### config.mk
export PLATFORM = sky130hd
export DESIGN_NAME = ps2_host_tx
export DESIGN_NICKNAME = d
export VERILOG_FILES = /design/src/rtl/ps2_host_tx.sv
export SDC_FILE = /design/constraint.sdc
export NUM_CORES = 1
export LEC_CHECK = 0
export ABC_AREA = 1
export BUFFER_PORTS_ARGS = -buffer_cell sky130_fd_sc_hd__buf_2
export CORE_MARGIN = 3
export CORE_UTILIZATION = 59
export CTS_BUF_LIST = sky130_fd_sc_hd__clkbuf_4 sky130_fd_sc_hd__clkbuf_8
export DETAILED_ROUTE_END_ITERATION = 10
export PLACE_DENSITY_LB_ADDON = 0.2
export SETUP_SLACK_MARGIN = 0.3
export SYNTH_ARGS = -nofsm -noshare
export SYNTH_HDL_FRONTEND = slang
export SYNTH_SLANG_ARGS = --single-unit
### constraint.sdc
create_clock -name clk -period 6.1 [get_ports clk]
set_clock_uncertainty 0.2 [all_clocks]
set_input_delay 0.915 -clock clk [delete_from_list [all_inputs] [get_ports clk]]
set_output_delay 0.915 -clock clk [all_outputs]
set_load 0.03 [all_outputs]
### src/rtl/ps2_host_tx.sv
// ps2_host_tx: PS/2 host-to-device command transmitter driving open-drain clock/data pull-low enables.
// Defining PS2_HOST_TX_RETRY_EN adds one automatic retry after a NACK or timeout (reported in status[3]).
module ps2_host_tx #(
  parameter int INHIBIT_CYCLES = 5000,
  parameter int TIMEOUT_CYCLES = 1000000,
  parameter int SYNC_STAGES    = 2
) (
  input  logic        clk,
  input  logic        reset,
  input  logic        wr_en,
  input  logic [7:0]  wr_data,
  input  logic        ps2_clk_in,
  input  logic        ps2_data_in,
  output logic        ps2_clk_oe,
  output logic        ps2_data_oe,
  output logic        busy,
  output logic        done,
  output logic [31:0] status
);

  localparam int SYNC_N  = (SYNC_STAGES < 2) ? 2 : SYNC_STAGES;
  localparam int CNT_MAX = (TIMEOUT_CYCLES > INHIBIT_CYCLES) ? TIMEOUT_CYCLES : INHIBIT_CYCLES;
  localparam int CNT_W   = $clog2(CNT_MAX + 1);

  typedef enum logic [2:0] {
    ST_IDLE      = 3'd0,
    ST_INHIBIT   = 3'd1,
    ST_RTS       = 3'd2,
    ST_WAIT_IDLE = 3'd3,
    ST_DONE      = 3'd4
  } state_e;

  function automatic logic odd_parity(input logic [7:0] d);
    return ~(^d);
  endfunction

  logic [SYNC_N-1:0] clk_sync_q;
  logic [SYNC_N-1:0] data_sync_q;
  logic              clk_prev_q;
  logic              clk_s;
  logic              data_s;
  logic              fe_s;

  state_e           state_q, state_d;
  logic [CNT_W-1:0] cnt_q, cnt_d;
  logic [3:0]       bit_idx_q, bit_idx_d;
  logic [9:0]       frame_q, frame_d;
  logic             ack_ok_q, ack_ok_d;
  logic             error_q, error_d;
  logic             clk_oe_q, clk_oe_d;
  logic             data_oe_q, data_oe_d;
  logic             busy_q, busy_d;
  logic             done_q, done_d;
  logic             timeout_s;
  logic             give_up_s;
`ifdef PS2_HOST_TX_RETRY_EN
  logic             retried_q, retried_d;
  logic             nack_q, nack_d;
  logic             nack_idle_s;
`endif

  // Input synchronizers plus previous synchronized clock for falling-edge detection
  always_ff @(posedge clk or negedge reset) begin
    if (!reset) begin
      clk_sync_q  <= {SYNC_N{1'b1}};
      data_sync_q <= {SYNC_N{1'b1}};
      clk_prev_q  <= 1'b1;
    end else begin
      clk_sync_q  <= {clk_sync_q[SYNC_N-2:0], ps2_clk_in};
      data_sync_q <= {data_sync_q[SYNC_N-2:0], ps2_data_in};
      clk_prev_q  <= clk_sync_q[SYNC_N-1];
    end
  end

  assign clk_s  = clk_sync_q[SYNC_N-1];
  assign data_s = data_sync_q[SYNC_N-1];
  assign fe_s   = clk_prev_q & ~clk_s;

  // State, counters, frame and registered outputs
  always_ff @(posedge clk or negedge reset) begin
    if (!reset) begin
      state_q   <= ST_IDLE;
      cnt_q     <= {CNT_W{1'b0}};
      bit_idx_q <= 4'd0;
      frame_q   <= 10'd0;
      ack_ok_q  <= 1'b0;
      error_q   <= 1'b0;
      clk_oe_q  <= 1'b0;
      data_oe_q <= 1'b0;
      busy_q    <= 1'b0;
      done_q    <= 1'b0;
`ifdef PS2_HOST_TX_RETRY_EN
      retried_q <= 1'b0;
      nack_q    <= 1'b0;
`endif
    end else begin
      state_q   <= state_d;
      cnt_q     <= cnt_d;
      bit_idx_q <= bit_idx_d;
      frame_q   <= frame_d;
      ack_ok_q  <= ack_ok_d;
      error_q   <= error_d;
      clk_oe_q  <= clk_oe_d;
      data_oe_q <= data_oe_d;
      busy_q    <= busy_d;
      done_q    <= done_d;
`ifdef PS2_HOST_TX_RETRY_EN
      retried_q <= retried_d;
      nack_q    <= nack_d;
`endif
    end
  end

  // Next-state logic; the timeout check wins over a falling edge in the same cycle
  always_comb begin
    state_d   = state_q;
    cnt_d     = cnt_q;
    bit_idx_d = bit_idx_q;
    frame_d   = frame_q;
    ack_ok_d  = ack_ok_q;
    error_d   = error_q;
    give_up_s = 1'b0;
    timeout_s = (cnt_q == CNT_W'(TIMEOUT_CYCLES - 1));
`ifdef PS2_HOST_TX_RETRY_EN
    retried_d   = retried_q;
    nack_d      = nack_q;
    nack_idle_s = 1'b0;
`endif
    case (state_q)
      ST_IDLE, ST_DONE: begin
        if (wr_en) begin
          frame_d   = {1'b1, odd_parity(wr_data), wr_data};
          ack_ok_d  = 1'b0;
          error_d   = 1'b0;
          cnt_d     = {CNT_W{1'b0}};
          bit_idx_d = 4'd0;
          state_d   = ST_INHIBIT;
`ifdef PS2_HOST_TX_RETRY_EN
          retried_d = 1'b0;
          nack_d    = 1'b0;
`endif
        end else begin
          state_d = ST_IDLE;
        end
      end
      ST_INHIBIT: begin
        if (cnt_q == CNT_W'(INHIBIT_CYCLES - 1)) begin
          cnt_d   = {CNT_W{1'b0}};
          state_d = ST_RTS;
        end else begin
          cnt_d = cnt_q + CNT_W'(1);
        end
      end
      ST_RTS: begin
        if (timeout_s) begin
          give_up_s = 1'b1;
        end else begin
          cnt_d = cnt_q + CNT_W'(1);
          if (fe_s && (bit_idx_q == 4'd10)) begin
            bit_idx_d = 4'd11;
            state_d   = ST_WAIT_IDLE;
            if (!data_s) begin
              ack_ok_d = 1'b1;
            end else begin
`ifdef PS2_HOST_TX_RETRY_EN
              nack_d = 1'b1;
`else
              error_d = 1'b1;
`endif
            end
          end else if (fe_s) begin
            bit_idx_d = bit_idx_q + 4'd1;
          end else begin
            bit_idx_d = bit_idx_q;
          end
        end
      end
      ST_WAIT_IDLE: begin
        if (timeout_s) begin
          give_up_s = 1'b1;
        end else begin
          cnt_d = cnt_q + CNT_W'(1);
          if (clk_s && data_s) begin
`ifdef PS2_HOST_TX_RETRY_EN
            nack_idle_s = nack_q;
`endif
            state_d = ST_DONE;
          end else begin
            state_d = ST_WAIT_IDLE;
          end
        end
      end
      default: begin
        state_d = ST_IDLE;
      end
    endcase

`ifdef PS2_HOST_TX_RETRY_EN
    if ((give_up_s || nack_idle_s) && !retried_q) begin
      retried_d = 1'b1;
      nack_d    = 1'b0;
      ack_ok_d  = 1'b0;
      cnt_d     = {CNT_W{1'b0}};
      bit_idx_d = 4'd0;
      state_d   = ST_INHIBIT;
    end else if (give_up_s || nack_idle_s) begin
      nack_d    = 1'b0;
      error_d   = 1'b1;
      ack_ok_d  = 1'b0;
      state_d   = ST_DONE;
    end else begin
      nack_d    = nack_d;
    end
`else
    if (give_up_s) begin
      error_d  = 1'b1;
      ack_ok_d = 1'b0;
      state_d  = ST_DONE;
    end else begin
      error_d  = error_d;
    end
`endif
  end

  // Line enables and handshake outputs are computed from the next state so they come straight from flops
  always_comb begin
    clk_oe_d  = 1'b0;
    data_oe_d = 1'b0;
    busy_d    = (state_d != ST_IDLE) && (state_d != ST_DONE);
    done_d    = (state_d == ST_DONE);
    case (state_d)
      ST_INHIBIT: begin
        clk_oe_d  = 1'b1;
        data_oe_d = (cnt_d == CNT_W'(INHIBIT_CYCLES - 1));
      end
      ST_RTS: begin
        if (bit_idx_d == 4'd0) begin
          data_oe_d = 1'b1;
        end else if (bit_idx_d <= 4'd10) begin
          data_oe_d = ~frame_d[bit_idx_d - 4'd1];
        end else begin
          data_oe_d = 1'b0;
        end
      end
      default: begin
        clk_oe_d  = 1'b0;
        data_oe_d = 1'b0;
      end
    endcase
  end

  assign ps2_clk_oe  = clk_oe_q;
  assign ps2_data_oe = data_oe_q;
  assign busy        = busy_q;
  assign done        = done_q;
`ifdef PS2_HOST_TX_RETRY_EN
  assign status      = {28'd0, retried_q, error_q, ack_ok_q, busy_q};
`else
  assign status      = {29'd0, error_q, ack_ok_q, busy_q};
`endif

endmodule

# After elaboration in Yosys (flattened, before gate mapping)

Cells that the tools add are included.

Bitwise gates (word level): 4
Equality and inequality tests: 17
Order comparisons: 2
Add/sub/neg operators: 3
Muxes and demuxes: 38
Reduce and logical (&&, ||, !) cells: 12

Operator list:

| operator                                                   | number |
|---|---|
| 2-to-1 mux 20 bit                                          | 3 |
| case mux 20 bit (3 select lines)                           | 1 |
| equality test 20 x 13 -> 1 bit, second input constant      | 2 |
| adder 20 x 1 -> 20 bit, second input constant              | 1 |
| equality test 20 bit, second input constant                | 1 |
| 2-to-1 mux 10 bit                                          | 2 |
| 2-to-1 mux 3 bit                                           | 6 |
| inequality test 3 bit, second input constant               | 6 |
| 2-to-1 mux 1 bit                                           | 16 |
| 2-to-1 mux 4 bit                                           | 4 |
| case mux 3 bit (4 select lines)                            | 1 |
| AND reduction 5 bit                                        | 2 |
| equality test 3 x 2 -> 1 bit, second input constant        | 3 |
| case mux 4 bit (2 select lines)                            | 1 |
| XOR reduction 8 bit                                        | 1 |
| equality test 3 x 1 -> 1 bit, second input constant        | 2 |
| equality test 3 bit, second input constant                 | 2 |
| case mux 1 bit (2 select lines)                            | 3 |
| nonzero test 3 bit                                         | 2 |
| less-than comparator 4 x 5 -> 1 bit, second input constant | 1 |
| adder 4 x 1 -> 4 bit, second input constant                | 1 |
| binary-select mux 1 bit (select 4 bit)                     | 1 |
| equality test 4 bit, second input constant                 | 1 |
| <= comparator 4 bit, second input constant                 | 1 |
| 7 further kinds                                            | 12 |

Bits in registers: 48
Logic and storage cells: 89
Input port bits: 13
Output and inout port bits: 36

# Logic depth before layout (Yosys ltp)

Gate-level depths: netlist (run 1).

Depth in word-level cells: 13
Mapped depth: 21
Mapped depth without buffers: 21

# Least setup slack after synthesis (run 1)

Ideal clock, no wire load.

Path kind: input -> register
From: input wr_en
To: register data_oe_q, in the netlist ps2_data_oe
Stages on the path: 15
Path slack: 3534 ps
Required time: 5783 ps
Arrival time: 2250 ps
Cells stage by stage: nor2_8 inv_2 nand2_1 nand2_2 nand2_4 inv_1 ha_1 inv_1 nand3_1 nand3_1 nand3_1 nand3_1 nand2_1 nand2_1 nand2_1

Longest elaborated chain between the ends: 9
Elaborated cells between the ends (all ways): 21
Those cells by class: add/sub (1); order compare (1); eq/ne (3); mux (14); bitwise (1); reduce/logical (1)

RTL lines:

| element                                | line | source |
|---|---|---|
| start: declaration                     | 10   | `input logic wr_en,` |
| 2-to-1 mux 4 bit (*)                   | 131  | `if (wr_en) begin` |
| case mux 4 bit (2 select lines) (*)    | 129  | `case (state_q)` |
| named net bit_idx_d[0]                 | 46   | `logic [3:0] bit_idx_q, bit_idx_d;` |
| subtractor 4 x 1 -> 4 bit              | 240  | `data_oe_d = ~frame_d[bit_idx_d - 4'd1];` |
| binary-select mux 1 bit (select 4 bit) | 240  |  |
| 2-to-1 mux 1 bit (implied by the code) | 240  |  |
| NOT 1 bit                              | 240  |  |
| 2-to-1 mux 1 bit                       | 239  | `end else if (bit_idx_d <= 4'd10) begin` |
| 2-to-1 mux 1 bit (*)                   | 237  | `if (bit_idx_d == 4'd0) begin` |
| case mux 1 bit (2 select lines) (*)    | 231  | `case (state_d)` |
| named net data_oe_d                    | 51   | `logic data_oe_q, data_oe_d;` |
| end signal: assignment                 | 104  | `data_oe_q <= data_oe_d;` |
| end: declaration                       | 51   |  |

The timed path passes the listed nets; every way through them passes the cells marked *. The select of a mux whose other input is x is not followed.
A chain may end at the register's enable or synchronous reset.

# Worst setup path in the final report (run 1)

From: register cnt_q[0]
To: register data_oe_q, in the netlist ps2_data_oe

Longest elaborated chain between the ends: 10
Elaborated cells between the ends (all ways): 28
Those cells by class: add/sub (2); order compare (1); eq/ne (5); mux (18); bitwise (1); reduce/logical (1)

RTL lines:

| element                                | line | source |
|---|---|---|
| start: declaration                     | 45   | `logic [CNT_W-1:0] cnt_q, cnt_d;` |
| start signal: assignment               | 83   | `cnt_q <= {CNT_W{1'b0}};` |
| start signal: assignment               | 98   | `cnt_q <= cnt_d;` |
| equality test 20 bit (*)               | 123  | `timeout_s = (cnt_q == CNT_W'(TIMEOUT_CYCLES - 1));` |
| 2-to-1 mux 4 bit (*)                   | 155  | `if (timeout_s) begin` |
| case mux 4 bit (2 select lines) (*)    | 129  |  |
| named net bit_idx_d[0]                 | 46   |  |
| subtractor 4 x 1 -> 4 bit              | 240  |  |
| binary-select mux 1 bit (select 4 bit) | 240  |  |
| 2-to-1 mux 1 bit (implied by the code) | 240  |  |
| NOT 1 bit                              | 240  |  |
| 2-to-1 mux 1 bit                       | 239  |  |
| 2-to-1 mux 1 bit (*)                   | 237  |  |
| case mux 1 bit (2 select lines) (*)    | 231  |  |
| named net data_oe_d                    | 51   |  |

Marks and branches as above.

==> results by group, run 1 <==
Power and ir drop
  – Pwr Density: about 270 nW/um^2
  – Max VDD drop: around 200 uV
  – Leak Pwr: 1.90 nW
  – Total power: a little over 1 mW

Timing
  – Final Hold Fails: 0
  – Final Critical Period: around 2800 ps
  – Fmax: 0.352 GHz
  – Worst Tran Pin Value: 1080 ps
  – Final Cycle Share: 0.465
  – Sum Neg Setup Slack: 0 ps
  – RSZ-0062 raised after global routing: no
  – # setup viols final: 0
  – Max Slew Vio Count: 0
  – Slew HR: 0.282
  – Hold_ws: about 160 ps

Detailed routing
  – Vias per std cell: approximately 5.3
  – Vias: 3,220
  – Final ANT Viol Nets: 0
  – Initial DRC Count: ~230
  – Final wirelength: a little under 9000 microns
  – Pre-antenna DRT Iters: 5
  – Remaining DRCs: 0
  – Wire per inst: between 10 and 15 microns

Layout
  – Antenna cells: 0
  – Number of fill cells in the layout: about 570
  – Synthesis-to-finish area growth: 4.14%
  – Area of the multi-input gates: ~2000 sq um
  – Final nets: approximately 550
  – Reg area: 1210 sq um
  – Share of post-route cells with drive strength above 1: 0.175

Clocking
  – Clock Path Buffers: 2
  – Reg clk slew, reported paths: approximately 100 ps
  – # resized after CTS: 0
  – Hold buffers post-CTS: 0
  – H-tree Lvls: 2
  – Cts bufs inserted: 5
  – Clk Latency, worst-skew pair: 310 ps
  – CTS tree: done
  – Clock sink count: 48
  – Post-CTS Setup Inserts: 0
  – Clk root buf: clkbuf_8

Worst setup path
  – Critical path's top delay family: simple AND/OR/NAND/NOR gates
  – Most used cell, CP: nand3_1
  – Worst reg2reg path depth: 17
  – Worst Setup End Kind: register
  – Buf+Inv Stages, Crit Path: 2
  – Setup CP Type: reg2reg
  – CP Data Arrival Time: approximately 2900 ps
  – Critical path's largest stage delay: about 440 ps
  – CP Depth: 17
  – CP Launch Type: register
  – WP data required: just over 6000 ps
  – Crit Path Max Fanout: 8
  – CP max-delay cell: dfrtp_1
  – Critical-path cell list: ha_1 -> nand3_4 -> nor2_4 -> nand3_4 -> nand2_2 -> nand3_4 -> nand2_4 -> inv_1 -> ha_1 -> inv_1 -> nand3_1 -> nand3_1 -> nand3_1 -> nand3_1 -> nand2_1 -> nand2_1 -> nand2_1

Floorplanning
  – Die area: between 7000 and 8000 sq um
  – I/O Pins: 49
  – Floorplan row count: 28
  – Die Height: around 85 microns
  – Starting Density: 0.615
  – Die X: ~85 microns
  – Core area: 5990 sq um

Logic synthesis
  – Largest family of logic cells by synthesized area: simple AND/OR/NAND/NOR gates
  – Seq/Total Area, Yosys: 0.328
  – Area leader, netlist: dfrtp_1
  – Cell area after synthesis: approximately 3700 sq um
  – YS warnings: 0
  – Main synth FF type: dfrtp_1
  – Top cells by area, synth: dfrtp_1 (29%), nand2_1 (11%), inv_1 (7.3%)
  – Compound-Gate Fraction of Synth Area: 0.0835
  – Yosys reg bits: between 40 and 50
  – Synth Area in Adders: 0.0204
  – EDFF count, synth: 0
  – Synthesized instance count: between 500 and 600
  – Simple-Gate Fraction of Synth Area: 0.367
  – Post-synth cell types: 40
  – Synth Area in XOR/XNOR: 0.0380
  – Syn_area_per_cell: slightly above 7 sq um
  – Post-synth top area share: 0.292
  – FFs w/ async S/R, synth: 1.00
  – Post-synthesis mux area share: 0

Global routing
  – First-pass GRT wire length: between 10,000 and 15,000 microns
  – Grt met3 use: 0.0437
  – Global Route Usage Sum: 0.250
  – Met2 Resource Use GR: 0.389
  – Largest net degree at the start of global routing: between 40 and 50
  – Via count of the first global-routing pass: about 3,000
  – Global routing's busiest layer: met2
  – Initial antenna violation count: 0
  – Gr ovfl total: 0
  – Met1 GRT Util: 0.365

Outcome
  – Status: finished clean

Hold path
  – Hold Path Cell Cnt: 0
  – Hold WC Path Type: reg2reg

Placement
  – GPL Wtd Cong: 0.969
  – Buffers on Ports: 19
  – Final HPWL DP: 6760 microns

Job
  – Max-cap violation count: 0
==> cells in the final DEF, fill, tap and decap left out, types with 5 or more instances in the layout <==
cell	count
xnor2_1	5
o21ai_1	14
nor2_1	42
nand2_1	104
a21oi_1	7
inv_2	16
conb_1	29
clkbuf_8	5
nor3_1	5
buf_2	19
nand4_1	14
nor2_4	7
nor2_2	8
o21ai_0	14
xor2_1	11
inv_1	72
ha_1	6
nand3_2	5
dfstp_2	5
or2_1	5
nand2_2	8
nand3_1	51
dfrtp_1	43
==> final timing paths <==
check / from / slack, ps / end
worst max-delay path: cnt_q[0] / 3260 / ps2_data_oe
worst min-delay path: data_sync_q[0] / 160 / data_sync_q[1]
worst max register to register: cnt_q[0] / 3260 / ps2_data_oe
worst min register to register: data_sync_q[0] / 160 / data_sync_q[1]
max in group asynchronous: reset / 4440 / cnt_q[3]
min in group asynchronous: reset / 580 / state_q[0]
==> layer usage <==
metal | up-vias | wire, microns
li1 | 1607 | -
met5 | - | 0
met3 | 14 | 647
met4 | 0 | 138
met2 | 124 | 3870
met1 | 1475 | 4060
==> metrics by stage <==
step,setup slack (ps),utilization,cells,area (sq um)
global placement,3270,0.622,598,3720
floorplan,3530,-,538,3790
CTS,3250,0.641,606,3840
global route,2950,0.641,606,3840
finish,3260,0.641,606,3840
detailed placement,3180,0.622,598,3720
==> worst reg2reg max path: stages (launching register included) <==
cell and delay (ps):
dfrtp_1 440, ha_1 290, nand3_4 160, nor2_4 200, nand3_4 150, nand2_2 110
nand3_4 110, nand2_4 120, inv_1 80, ha_1 320, inv_1 90, nand3_1 70
nand3_1 80, nand3_1 80, nand3_1 70, nand2_1 50, nand2_1 50, nand2_1 50
==> state kept, by name (all words and copies together), names as in the netlist <==
| register | count |
|---|---|
| cnt_q | 20 |
| frame_q | 10 |
| bit_idx_q | 4 |
| state_q | 3 |
| clk_sync_q | 2 |
| data_sync_q | 2 |
| ack_ok_q | 1 |
| busy | 1 |
| clk_prev_q | 1 |
| done | 1 |
| error_q | 1 |
| ps2_clk_oe | 1 |
| ps2_data_oe | 1 |
==> where the power goes <==
part | total (mW) | switching, mW | internal, mW | leakage, nW
Sequential | 0.409 | 0.0336 | 0.375 | 0.609
Clock | 0.242 | 0.118 | 0.124 | 0.0548
Combinational | 0.388 | 0.274 | 0.113 | 1.24
==> final cells by class <==
| type | instances | area share |
|---|---|---|
| clock inverters | 3 | 0.0121 |
| multi-input cells | 365 | 0.517 |
| inverters | 91 | 0.0896 |
| well taps | 75 | 0.0244 |
| repair buffers | 19 | 0.0248 |
| clock buffers | 5 | 0.0179 |
| flip-flops and latches | 48 | 0.315 |
==> cells by family (layout without fill, tap and decap cells) <==
logic type,Yosys count,in the layout
buffers and inverters,125,118
other,1,29
AOI/OAI and AO/OA,50,50
DFF,48,48
and+or+nand+nor,264,264
xor gates and xnor gates,16,16
adders and majority gates,6,6
==> synth_stat cells (2+ instances only) <==
library cell and count:
o21ai_0 14, o21ai_1 14, inv_1 72, nand2_2 8, nor2_2 8, dfstp_2 5
nand3_2 5, nor3_1 5, a21oi_1 7, o211ai_1 4, xnor2_1 5, nor2_1 42
or2_1 5, nand3_4 4, or2_2 4, nor3_2 2, buf_4 32, nand4_1 14
o2111ai_1 4, nand2_1 104, nand3_1 51, inv_2 16, xor2_1 11, clkinv_1 2
ha_1 6, nor2_4 7, nand2_4 3, o32ai_1 2, dfrtp_1 43
Power figures use the tool's default switching activity.
==> inputs of run 2 (changes only) <==
- clock period: 6.1 -> 2.8 ns (I/O delays scaled with it)
==> run 2 against run 1 <==
Net effect:
- wire length increased by 9.3%
- clock power is 120% higher
- clock-buffer cell count stayed put
- flip-flop and latch count stayed put
- power rose by 130%
- maximum frequency increased by 9.6%
- non-clock buffer count grew 36
- die area stayed put
- design area up 9.4%
- combinational power up 140%
- critical path depth rose by 1
- largest cell class unchanged
- largest power group is now combinational logic
==> results by group, run 2 (synthesized netlist as in run 1, its figures left out) <==
Detailed routing
  – Initial DRC Count: 460
  – Final wirelength: about 9500 microns
  – Remaining DRCs: 0
  – Final ANT Viol Nets: 0
  – Pre-antenna DRT Iters: 6
  – Vias: between 3,000 and 4,000
  – Wire per inst: approximately 15 microns
  – Vias per std cell: between 5 and 6

Worst setup path
  – Crit Path Max Fanout: 4
  – CP Data Arrival Time: 2610 ps
  – Worst Setup End Kind: register
  – WP data required: 2820 ps
  – Worst reg2reg path depth: 18
  – Setup CP Type: reg2reg
  – CP Launch Type: register

Timing
  – Sum Neg Setup Slack: 0 ps
  – # setup viols final: 0
  – RSZ-0062 raised after global routing: yes
  – Hold_ws: between 150 and 200 ps
  – Final Hold Fails: 0
  – Final Cycle Share: 0.925
  – Slew HR: 0.647
  – Fmax: 0.386 GHz
  – Final Critical Period: roughly 2600 ps
  – Worst Tran Pin Value: 524 ps
  – Max Slew Vio Count: 0
  – Worst setup margin: about 210 ps

Placement
  – Post-place setup slack: around 60 ps
  – Cell total after placement: 610
  – Final HPWL DP: 6870 microns
  – Buffers on Ports: 19
  – GPL Wtd Cong: around 0.96
  – Area after DPL: around 3800 sq um

Layout
  – Final non-filler cell total: ~640
  – Largest registers: cnt_q (20), frame_q (10), bit_idx_q (4)
  – Share of post-route cells with drive strength above 1: 0.254
  – Most flops, register: cnt_q
  – Final nets: 585
  – Synthesis-to-finish area growth: 14.0%
  – Max reg flops: 20
  – Number of fill cells in the layout: between 500 and 600
  – Finished Core Util: 0.701
  – Final Instance Area: around 4200 sq um
  – Antenna cells: 0
  – Commonest non-fill, non-tap cell in the layout: nand2_1
  – Most frequent cells in the layout: nand2_1 (101), inv_1 (66), nand3_1 (49)

Clocking
  – Clk Latency, worst-skew pair: around 320 ps
  – Clock Path Buffers: 2
  – CTS tree: done
  – H-tree Lvls: 2
  – Clock sink count: 48
  – Clk root buf: clkbuf_8
  – Reg clk slew, reported paths: roughly 100 ps
  – Cts bufs inserted: 5

Power and ir drop
  – Total power: around 2.4 mW
  – Leak Pwr: about 2.1 nW
  – Pwr Density: roughly 560 nW/um^2
  – Max VDD drop: 513 uV

Hold path
  – Hold WC Path Type: reg2reg
  – Hold Path Cell Cnt: 0

Floorplanning
  – Core area: roughly 6000 sq um
  – Die Height: roughly 85 microns
  – Die X: about 85 microns
  – Starting Density: 0.615
  – I/O Pins: just under 50
  – Die area: between 7000 and 8000 sq um
  – Floorplan row count: 28

Global routing
  – Global Route Usage Sum: 0.268
  – Gr ovfl total: 0
  – Largest net degree at the start of global routing: 20
  – Initial antenna violation count: 0
  – First-pass GRT wire length: about 16,000 microns
  – Via count of the first global-routing pass: 3,274

Job
  – Max-cap violation count: 0

Outcome
  – Status: finished clean
==> run 2: changes by cell type in the layout (fill, tap and decap cells not counted), sizes merged <==
cell / before / now
dlygate4sd3: 0 / 3
inv: 90 / 89
clkinv: 2 / 4
buf: 19 / 52
clkinvlp: 1 / 0
==> run 2: power by group <==
group	leakage, nW	switching, mW	total [mW]	internal [mW]
combinational	1.43	0.641	0.938	0.297
clock	0.0583	0.269	0.539	0.270
sequential	0.607	0.0724	0.890	0.818
total	2.10	0.982	2.37	1.38
==> run 2: final cells by class <==
cell class	instances	area, sq um	area share
Clock buffer	5	68.8	0.0164
Clock inverter	3	47.5	0.0113
Sequential cell	48	1210	0.288
Tap cell	75	93.8	0.0223
Multi-Input combinational cell	365	2060	0.490
Timing Repair Buffer	55	380	0.0906
Inverter	91	344	0.0819
==> run 2: path summary, 6_finish.rpt <==
path,endpoint,slack [ps],from
max in group asynchronous,clk_sync_q[1],1460,reset
hold reg to reg,clk_sync_q[1],150,clk_sync_q[0]
hold / removal,clk_sync_q[1],150,clk_sync_q[0]
setup reg to reg,ps2_data_oe,210,clk_prev_q
min in group asynchronous,state_q[1],310,reset
setup / recovery,ps2_data_oe,210,clk_prev_q
==> run 2: worst max-delay path, cell delays in order (launching register included) <==
cell and delay (ps):
dfstp_2 560, inv_2 40, nor2_2 120, nand4_1 210, buf_4 210, buf_6 110
buf_6 110, o21ai_2 40, nand2_1 70, nand2_1 70, nand3_2 100, nand3_1 110
nand2_2 70, nor2_1 100, nand3_1 100, nand3_1 110, nand2_1 60, nand2_1 60
nand2_1 50
==> run 2: timing repair <==
action,in CTS,in global routing
pin swaps,6,12
hold buffers,3,0
gates resized for setup,10,15
endpoints found under the setup margin,1,1
setup buffers,12,9
endpoints found under the hold margin,12,0
==> run 2: metal layers <==
layer  global-route usage  share of wire  vias to the layer above  routed length [microns]
li1                     -              -                     1681                        -
met1                0.382           0.44                     1633                     4220
met2                0.406           0.45                      173                     4300
met3               0.0573          0.080                       26                      765
met4               0.0878          0.026                        0                      244
met5                    0              0                        -                        0
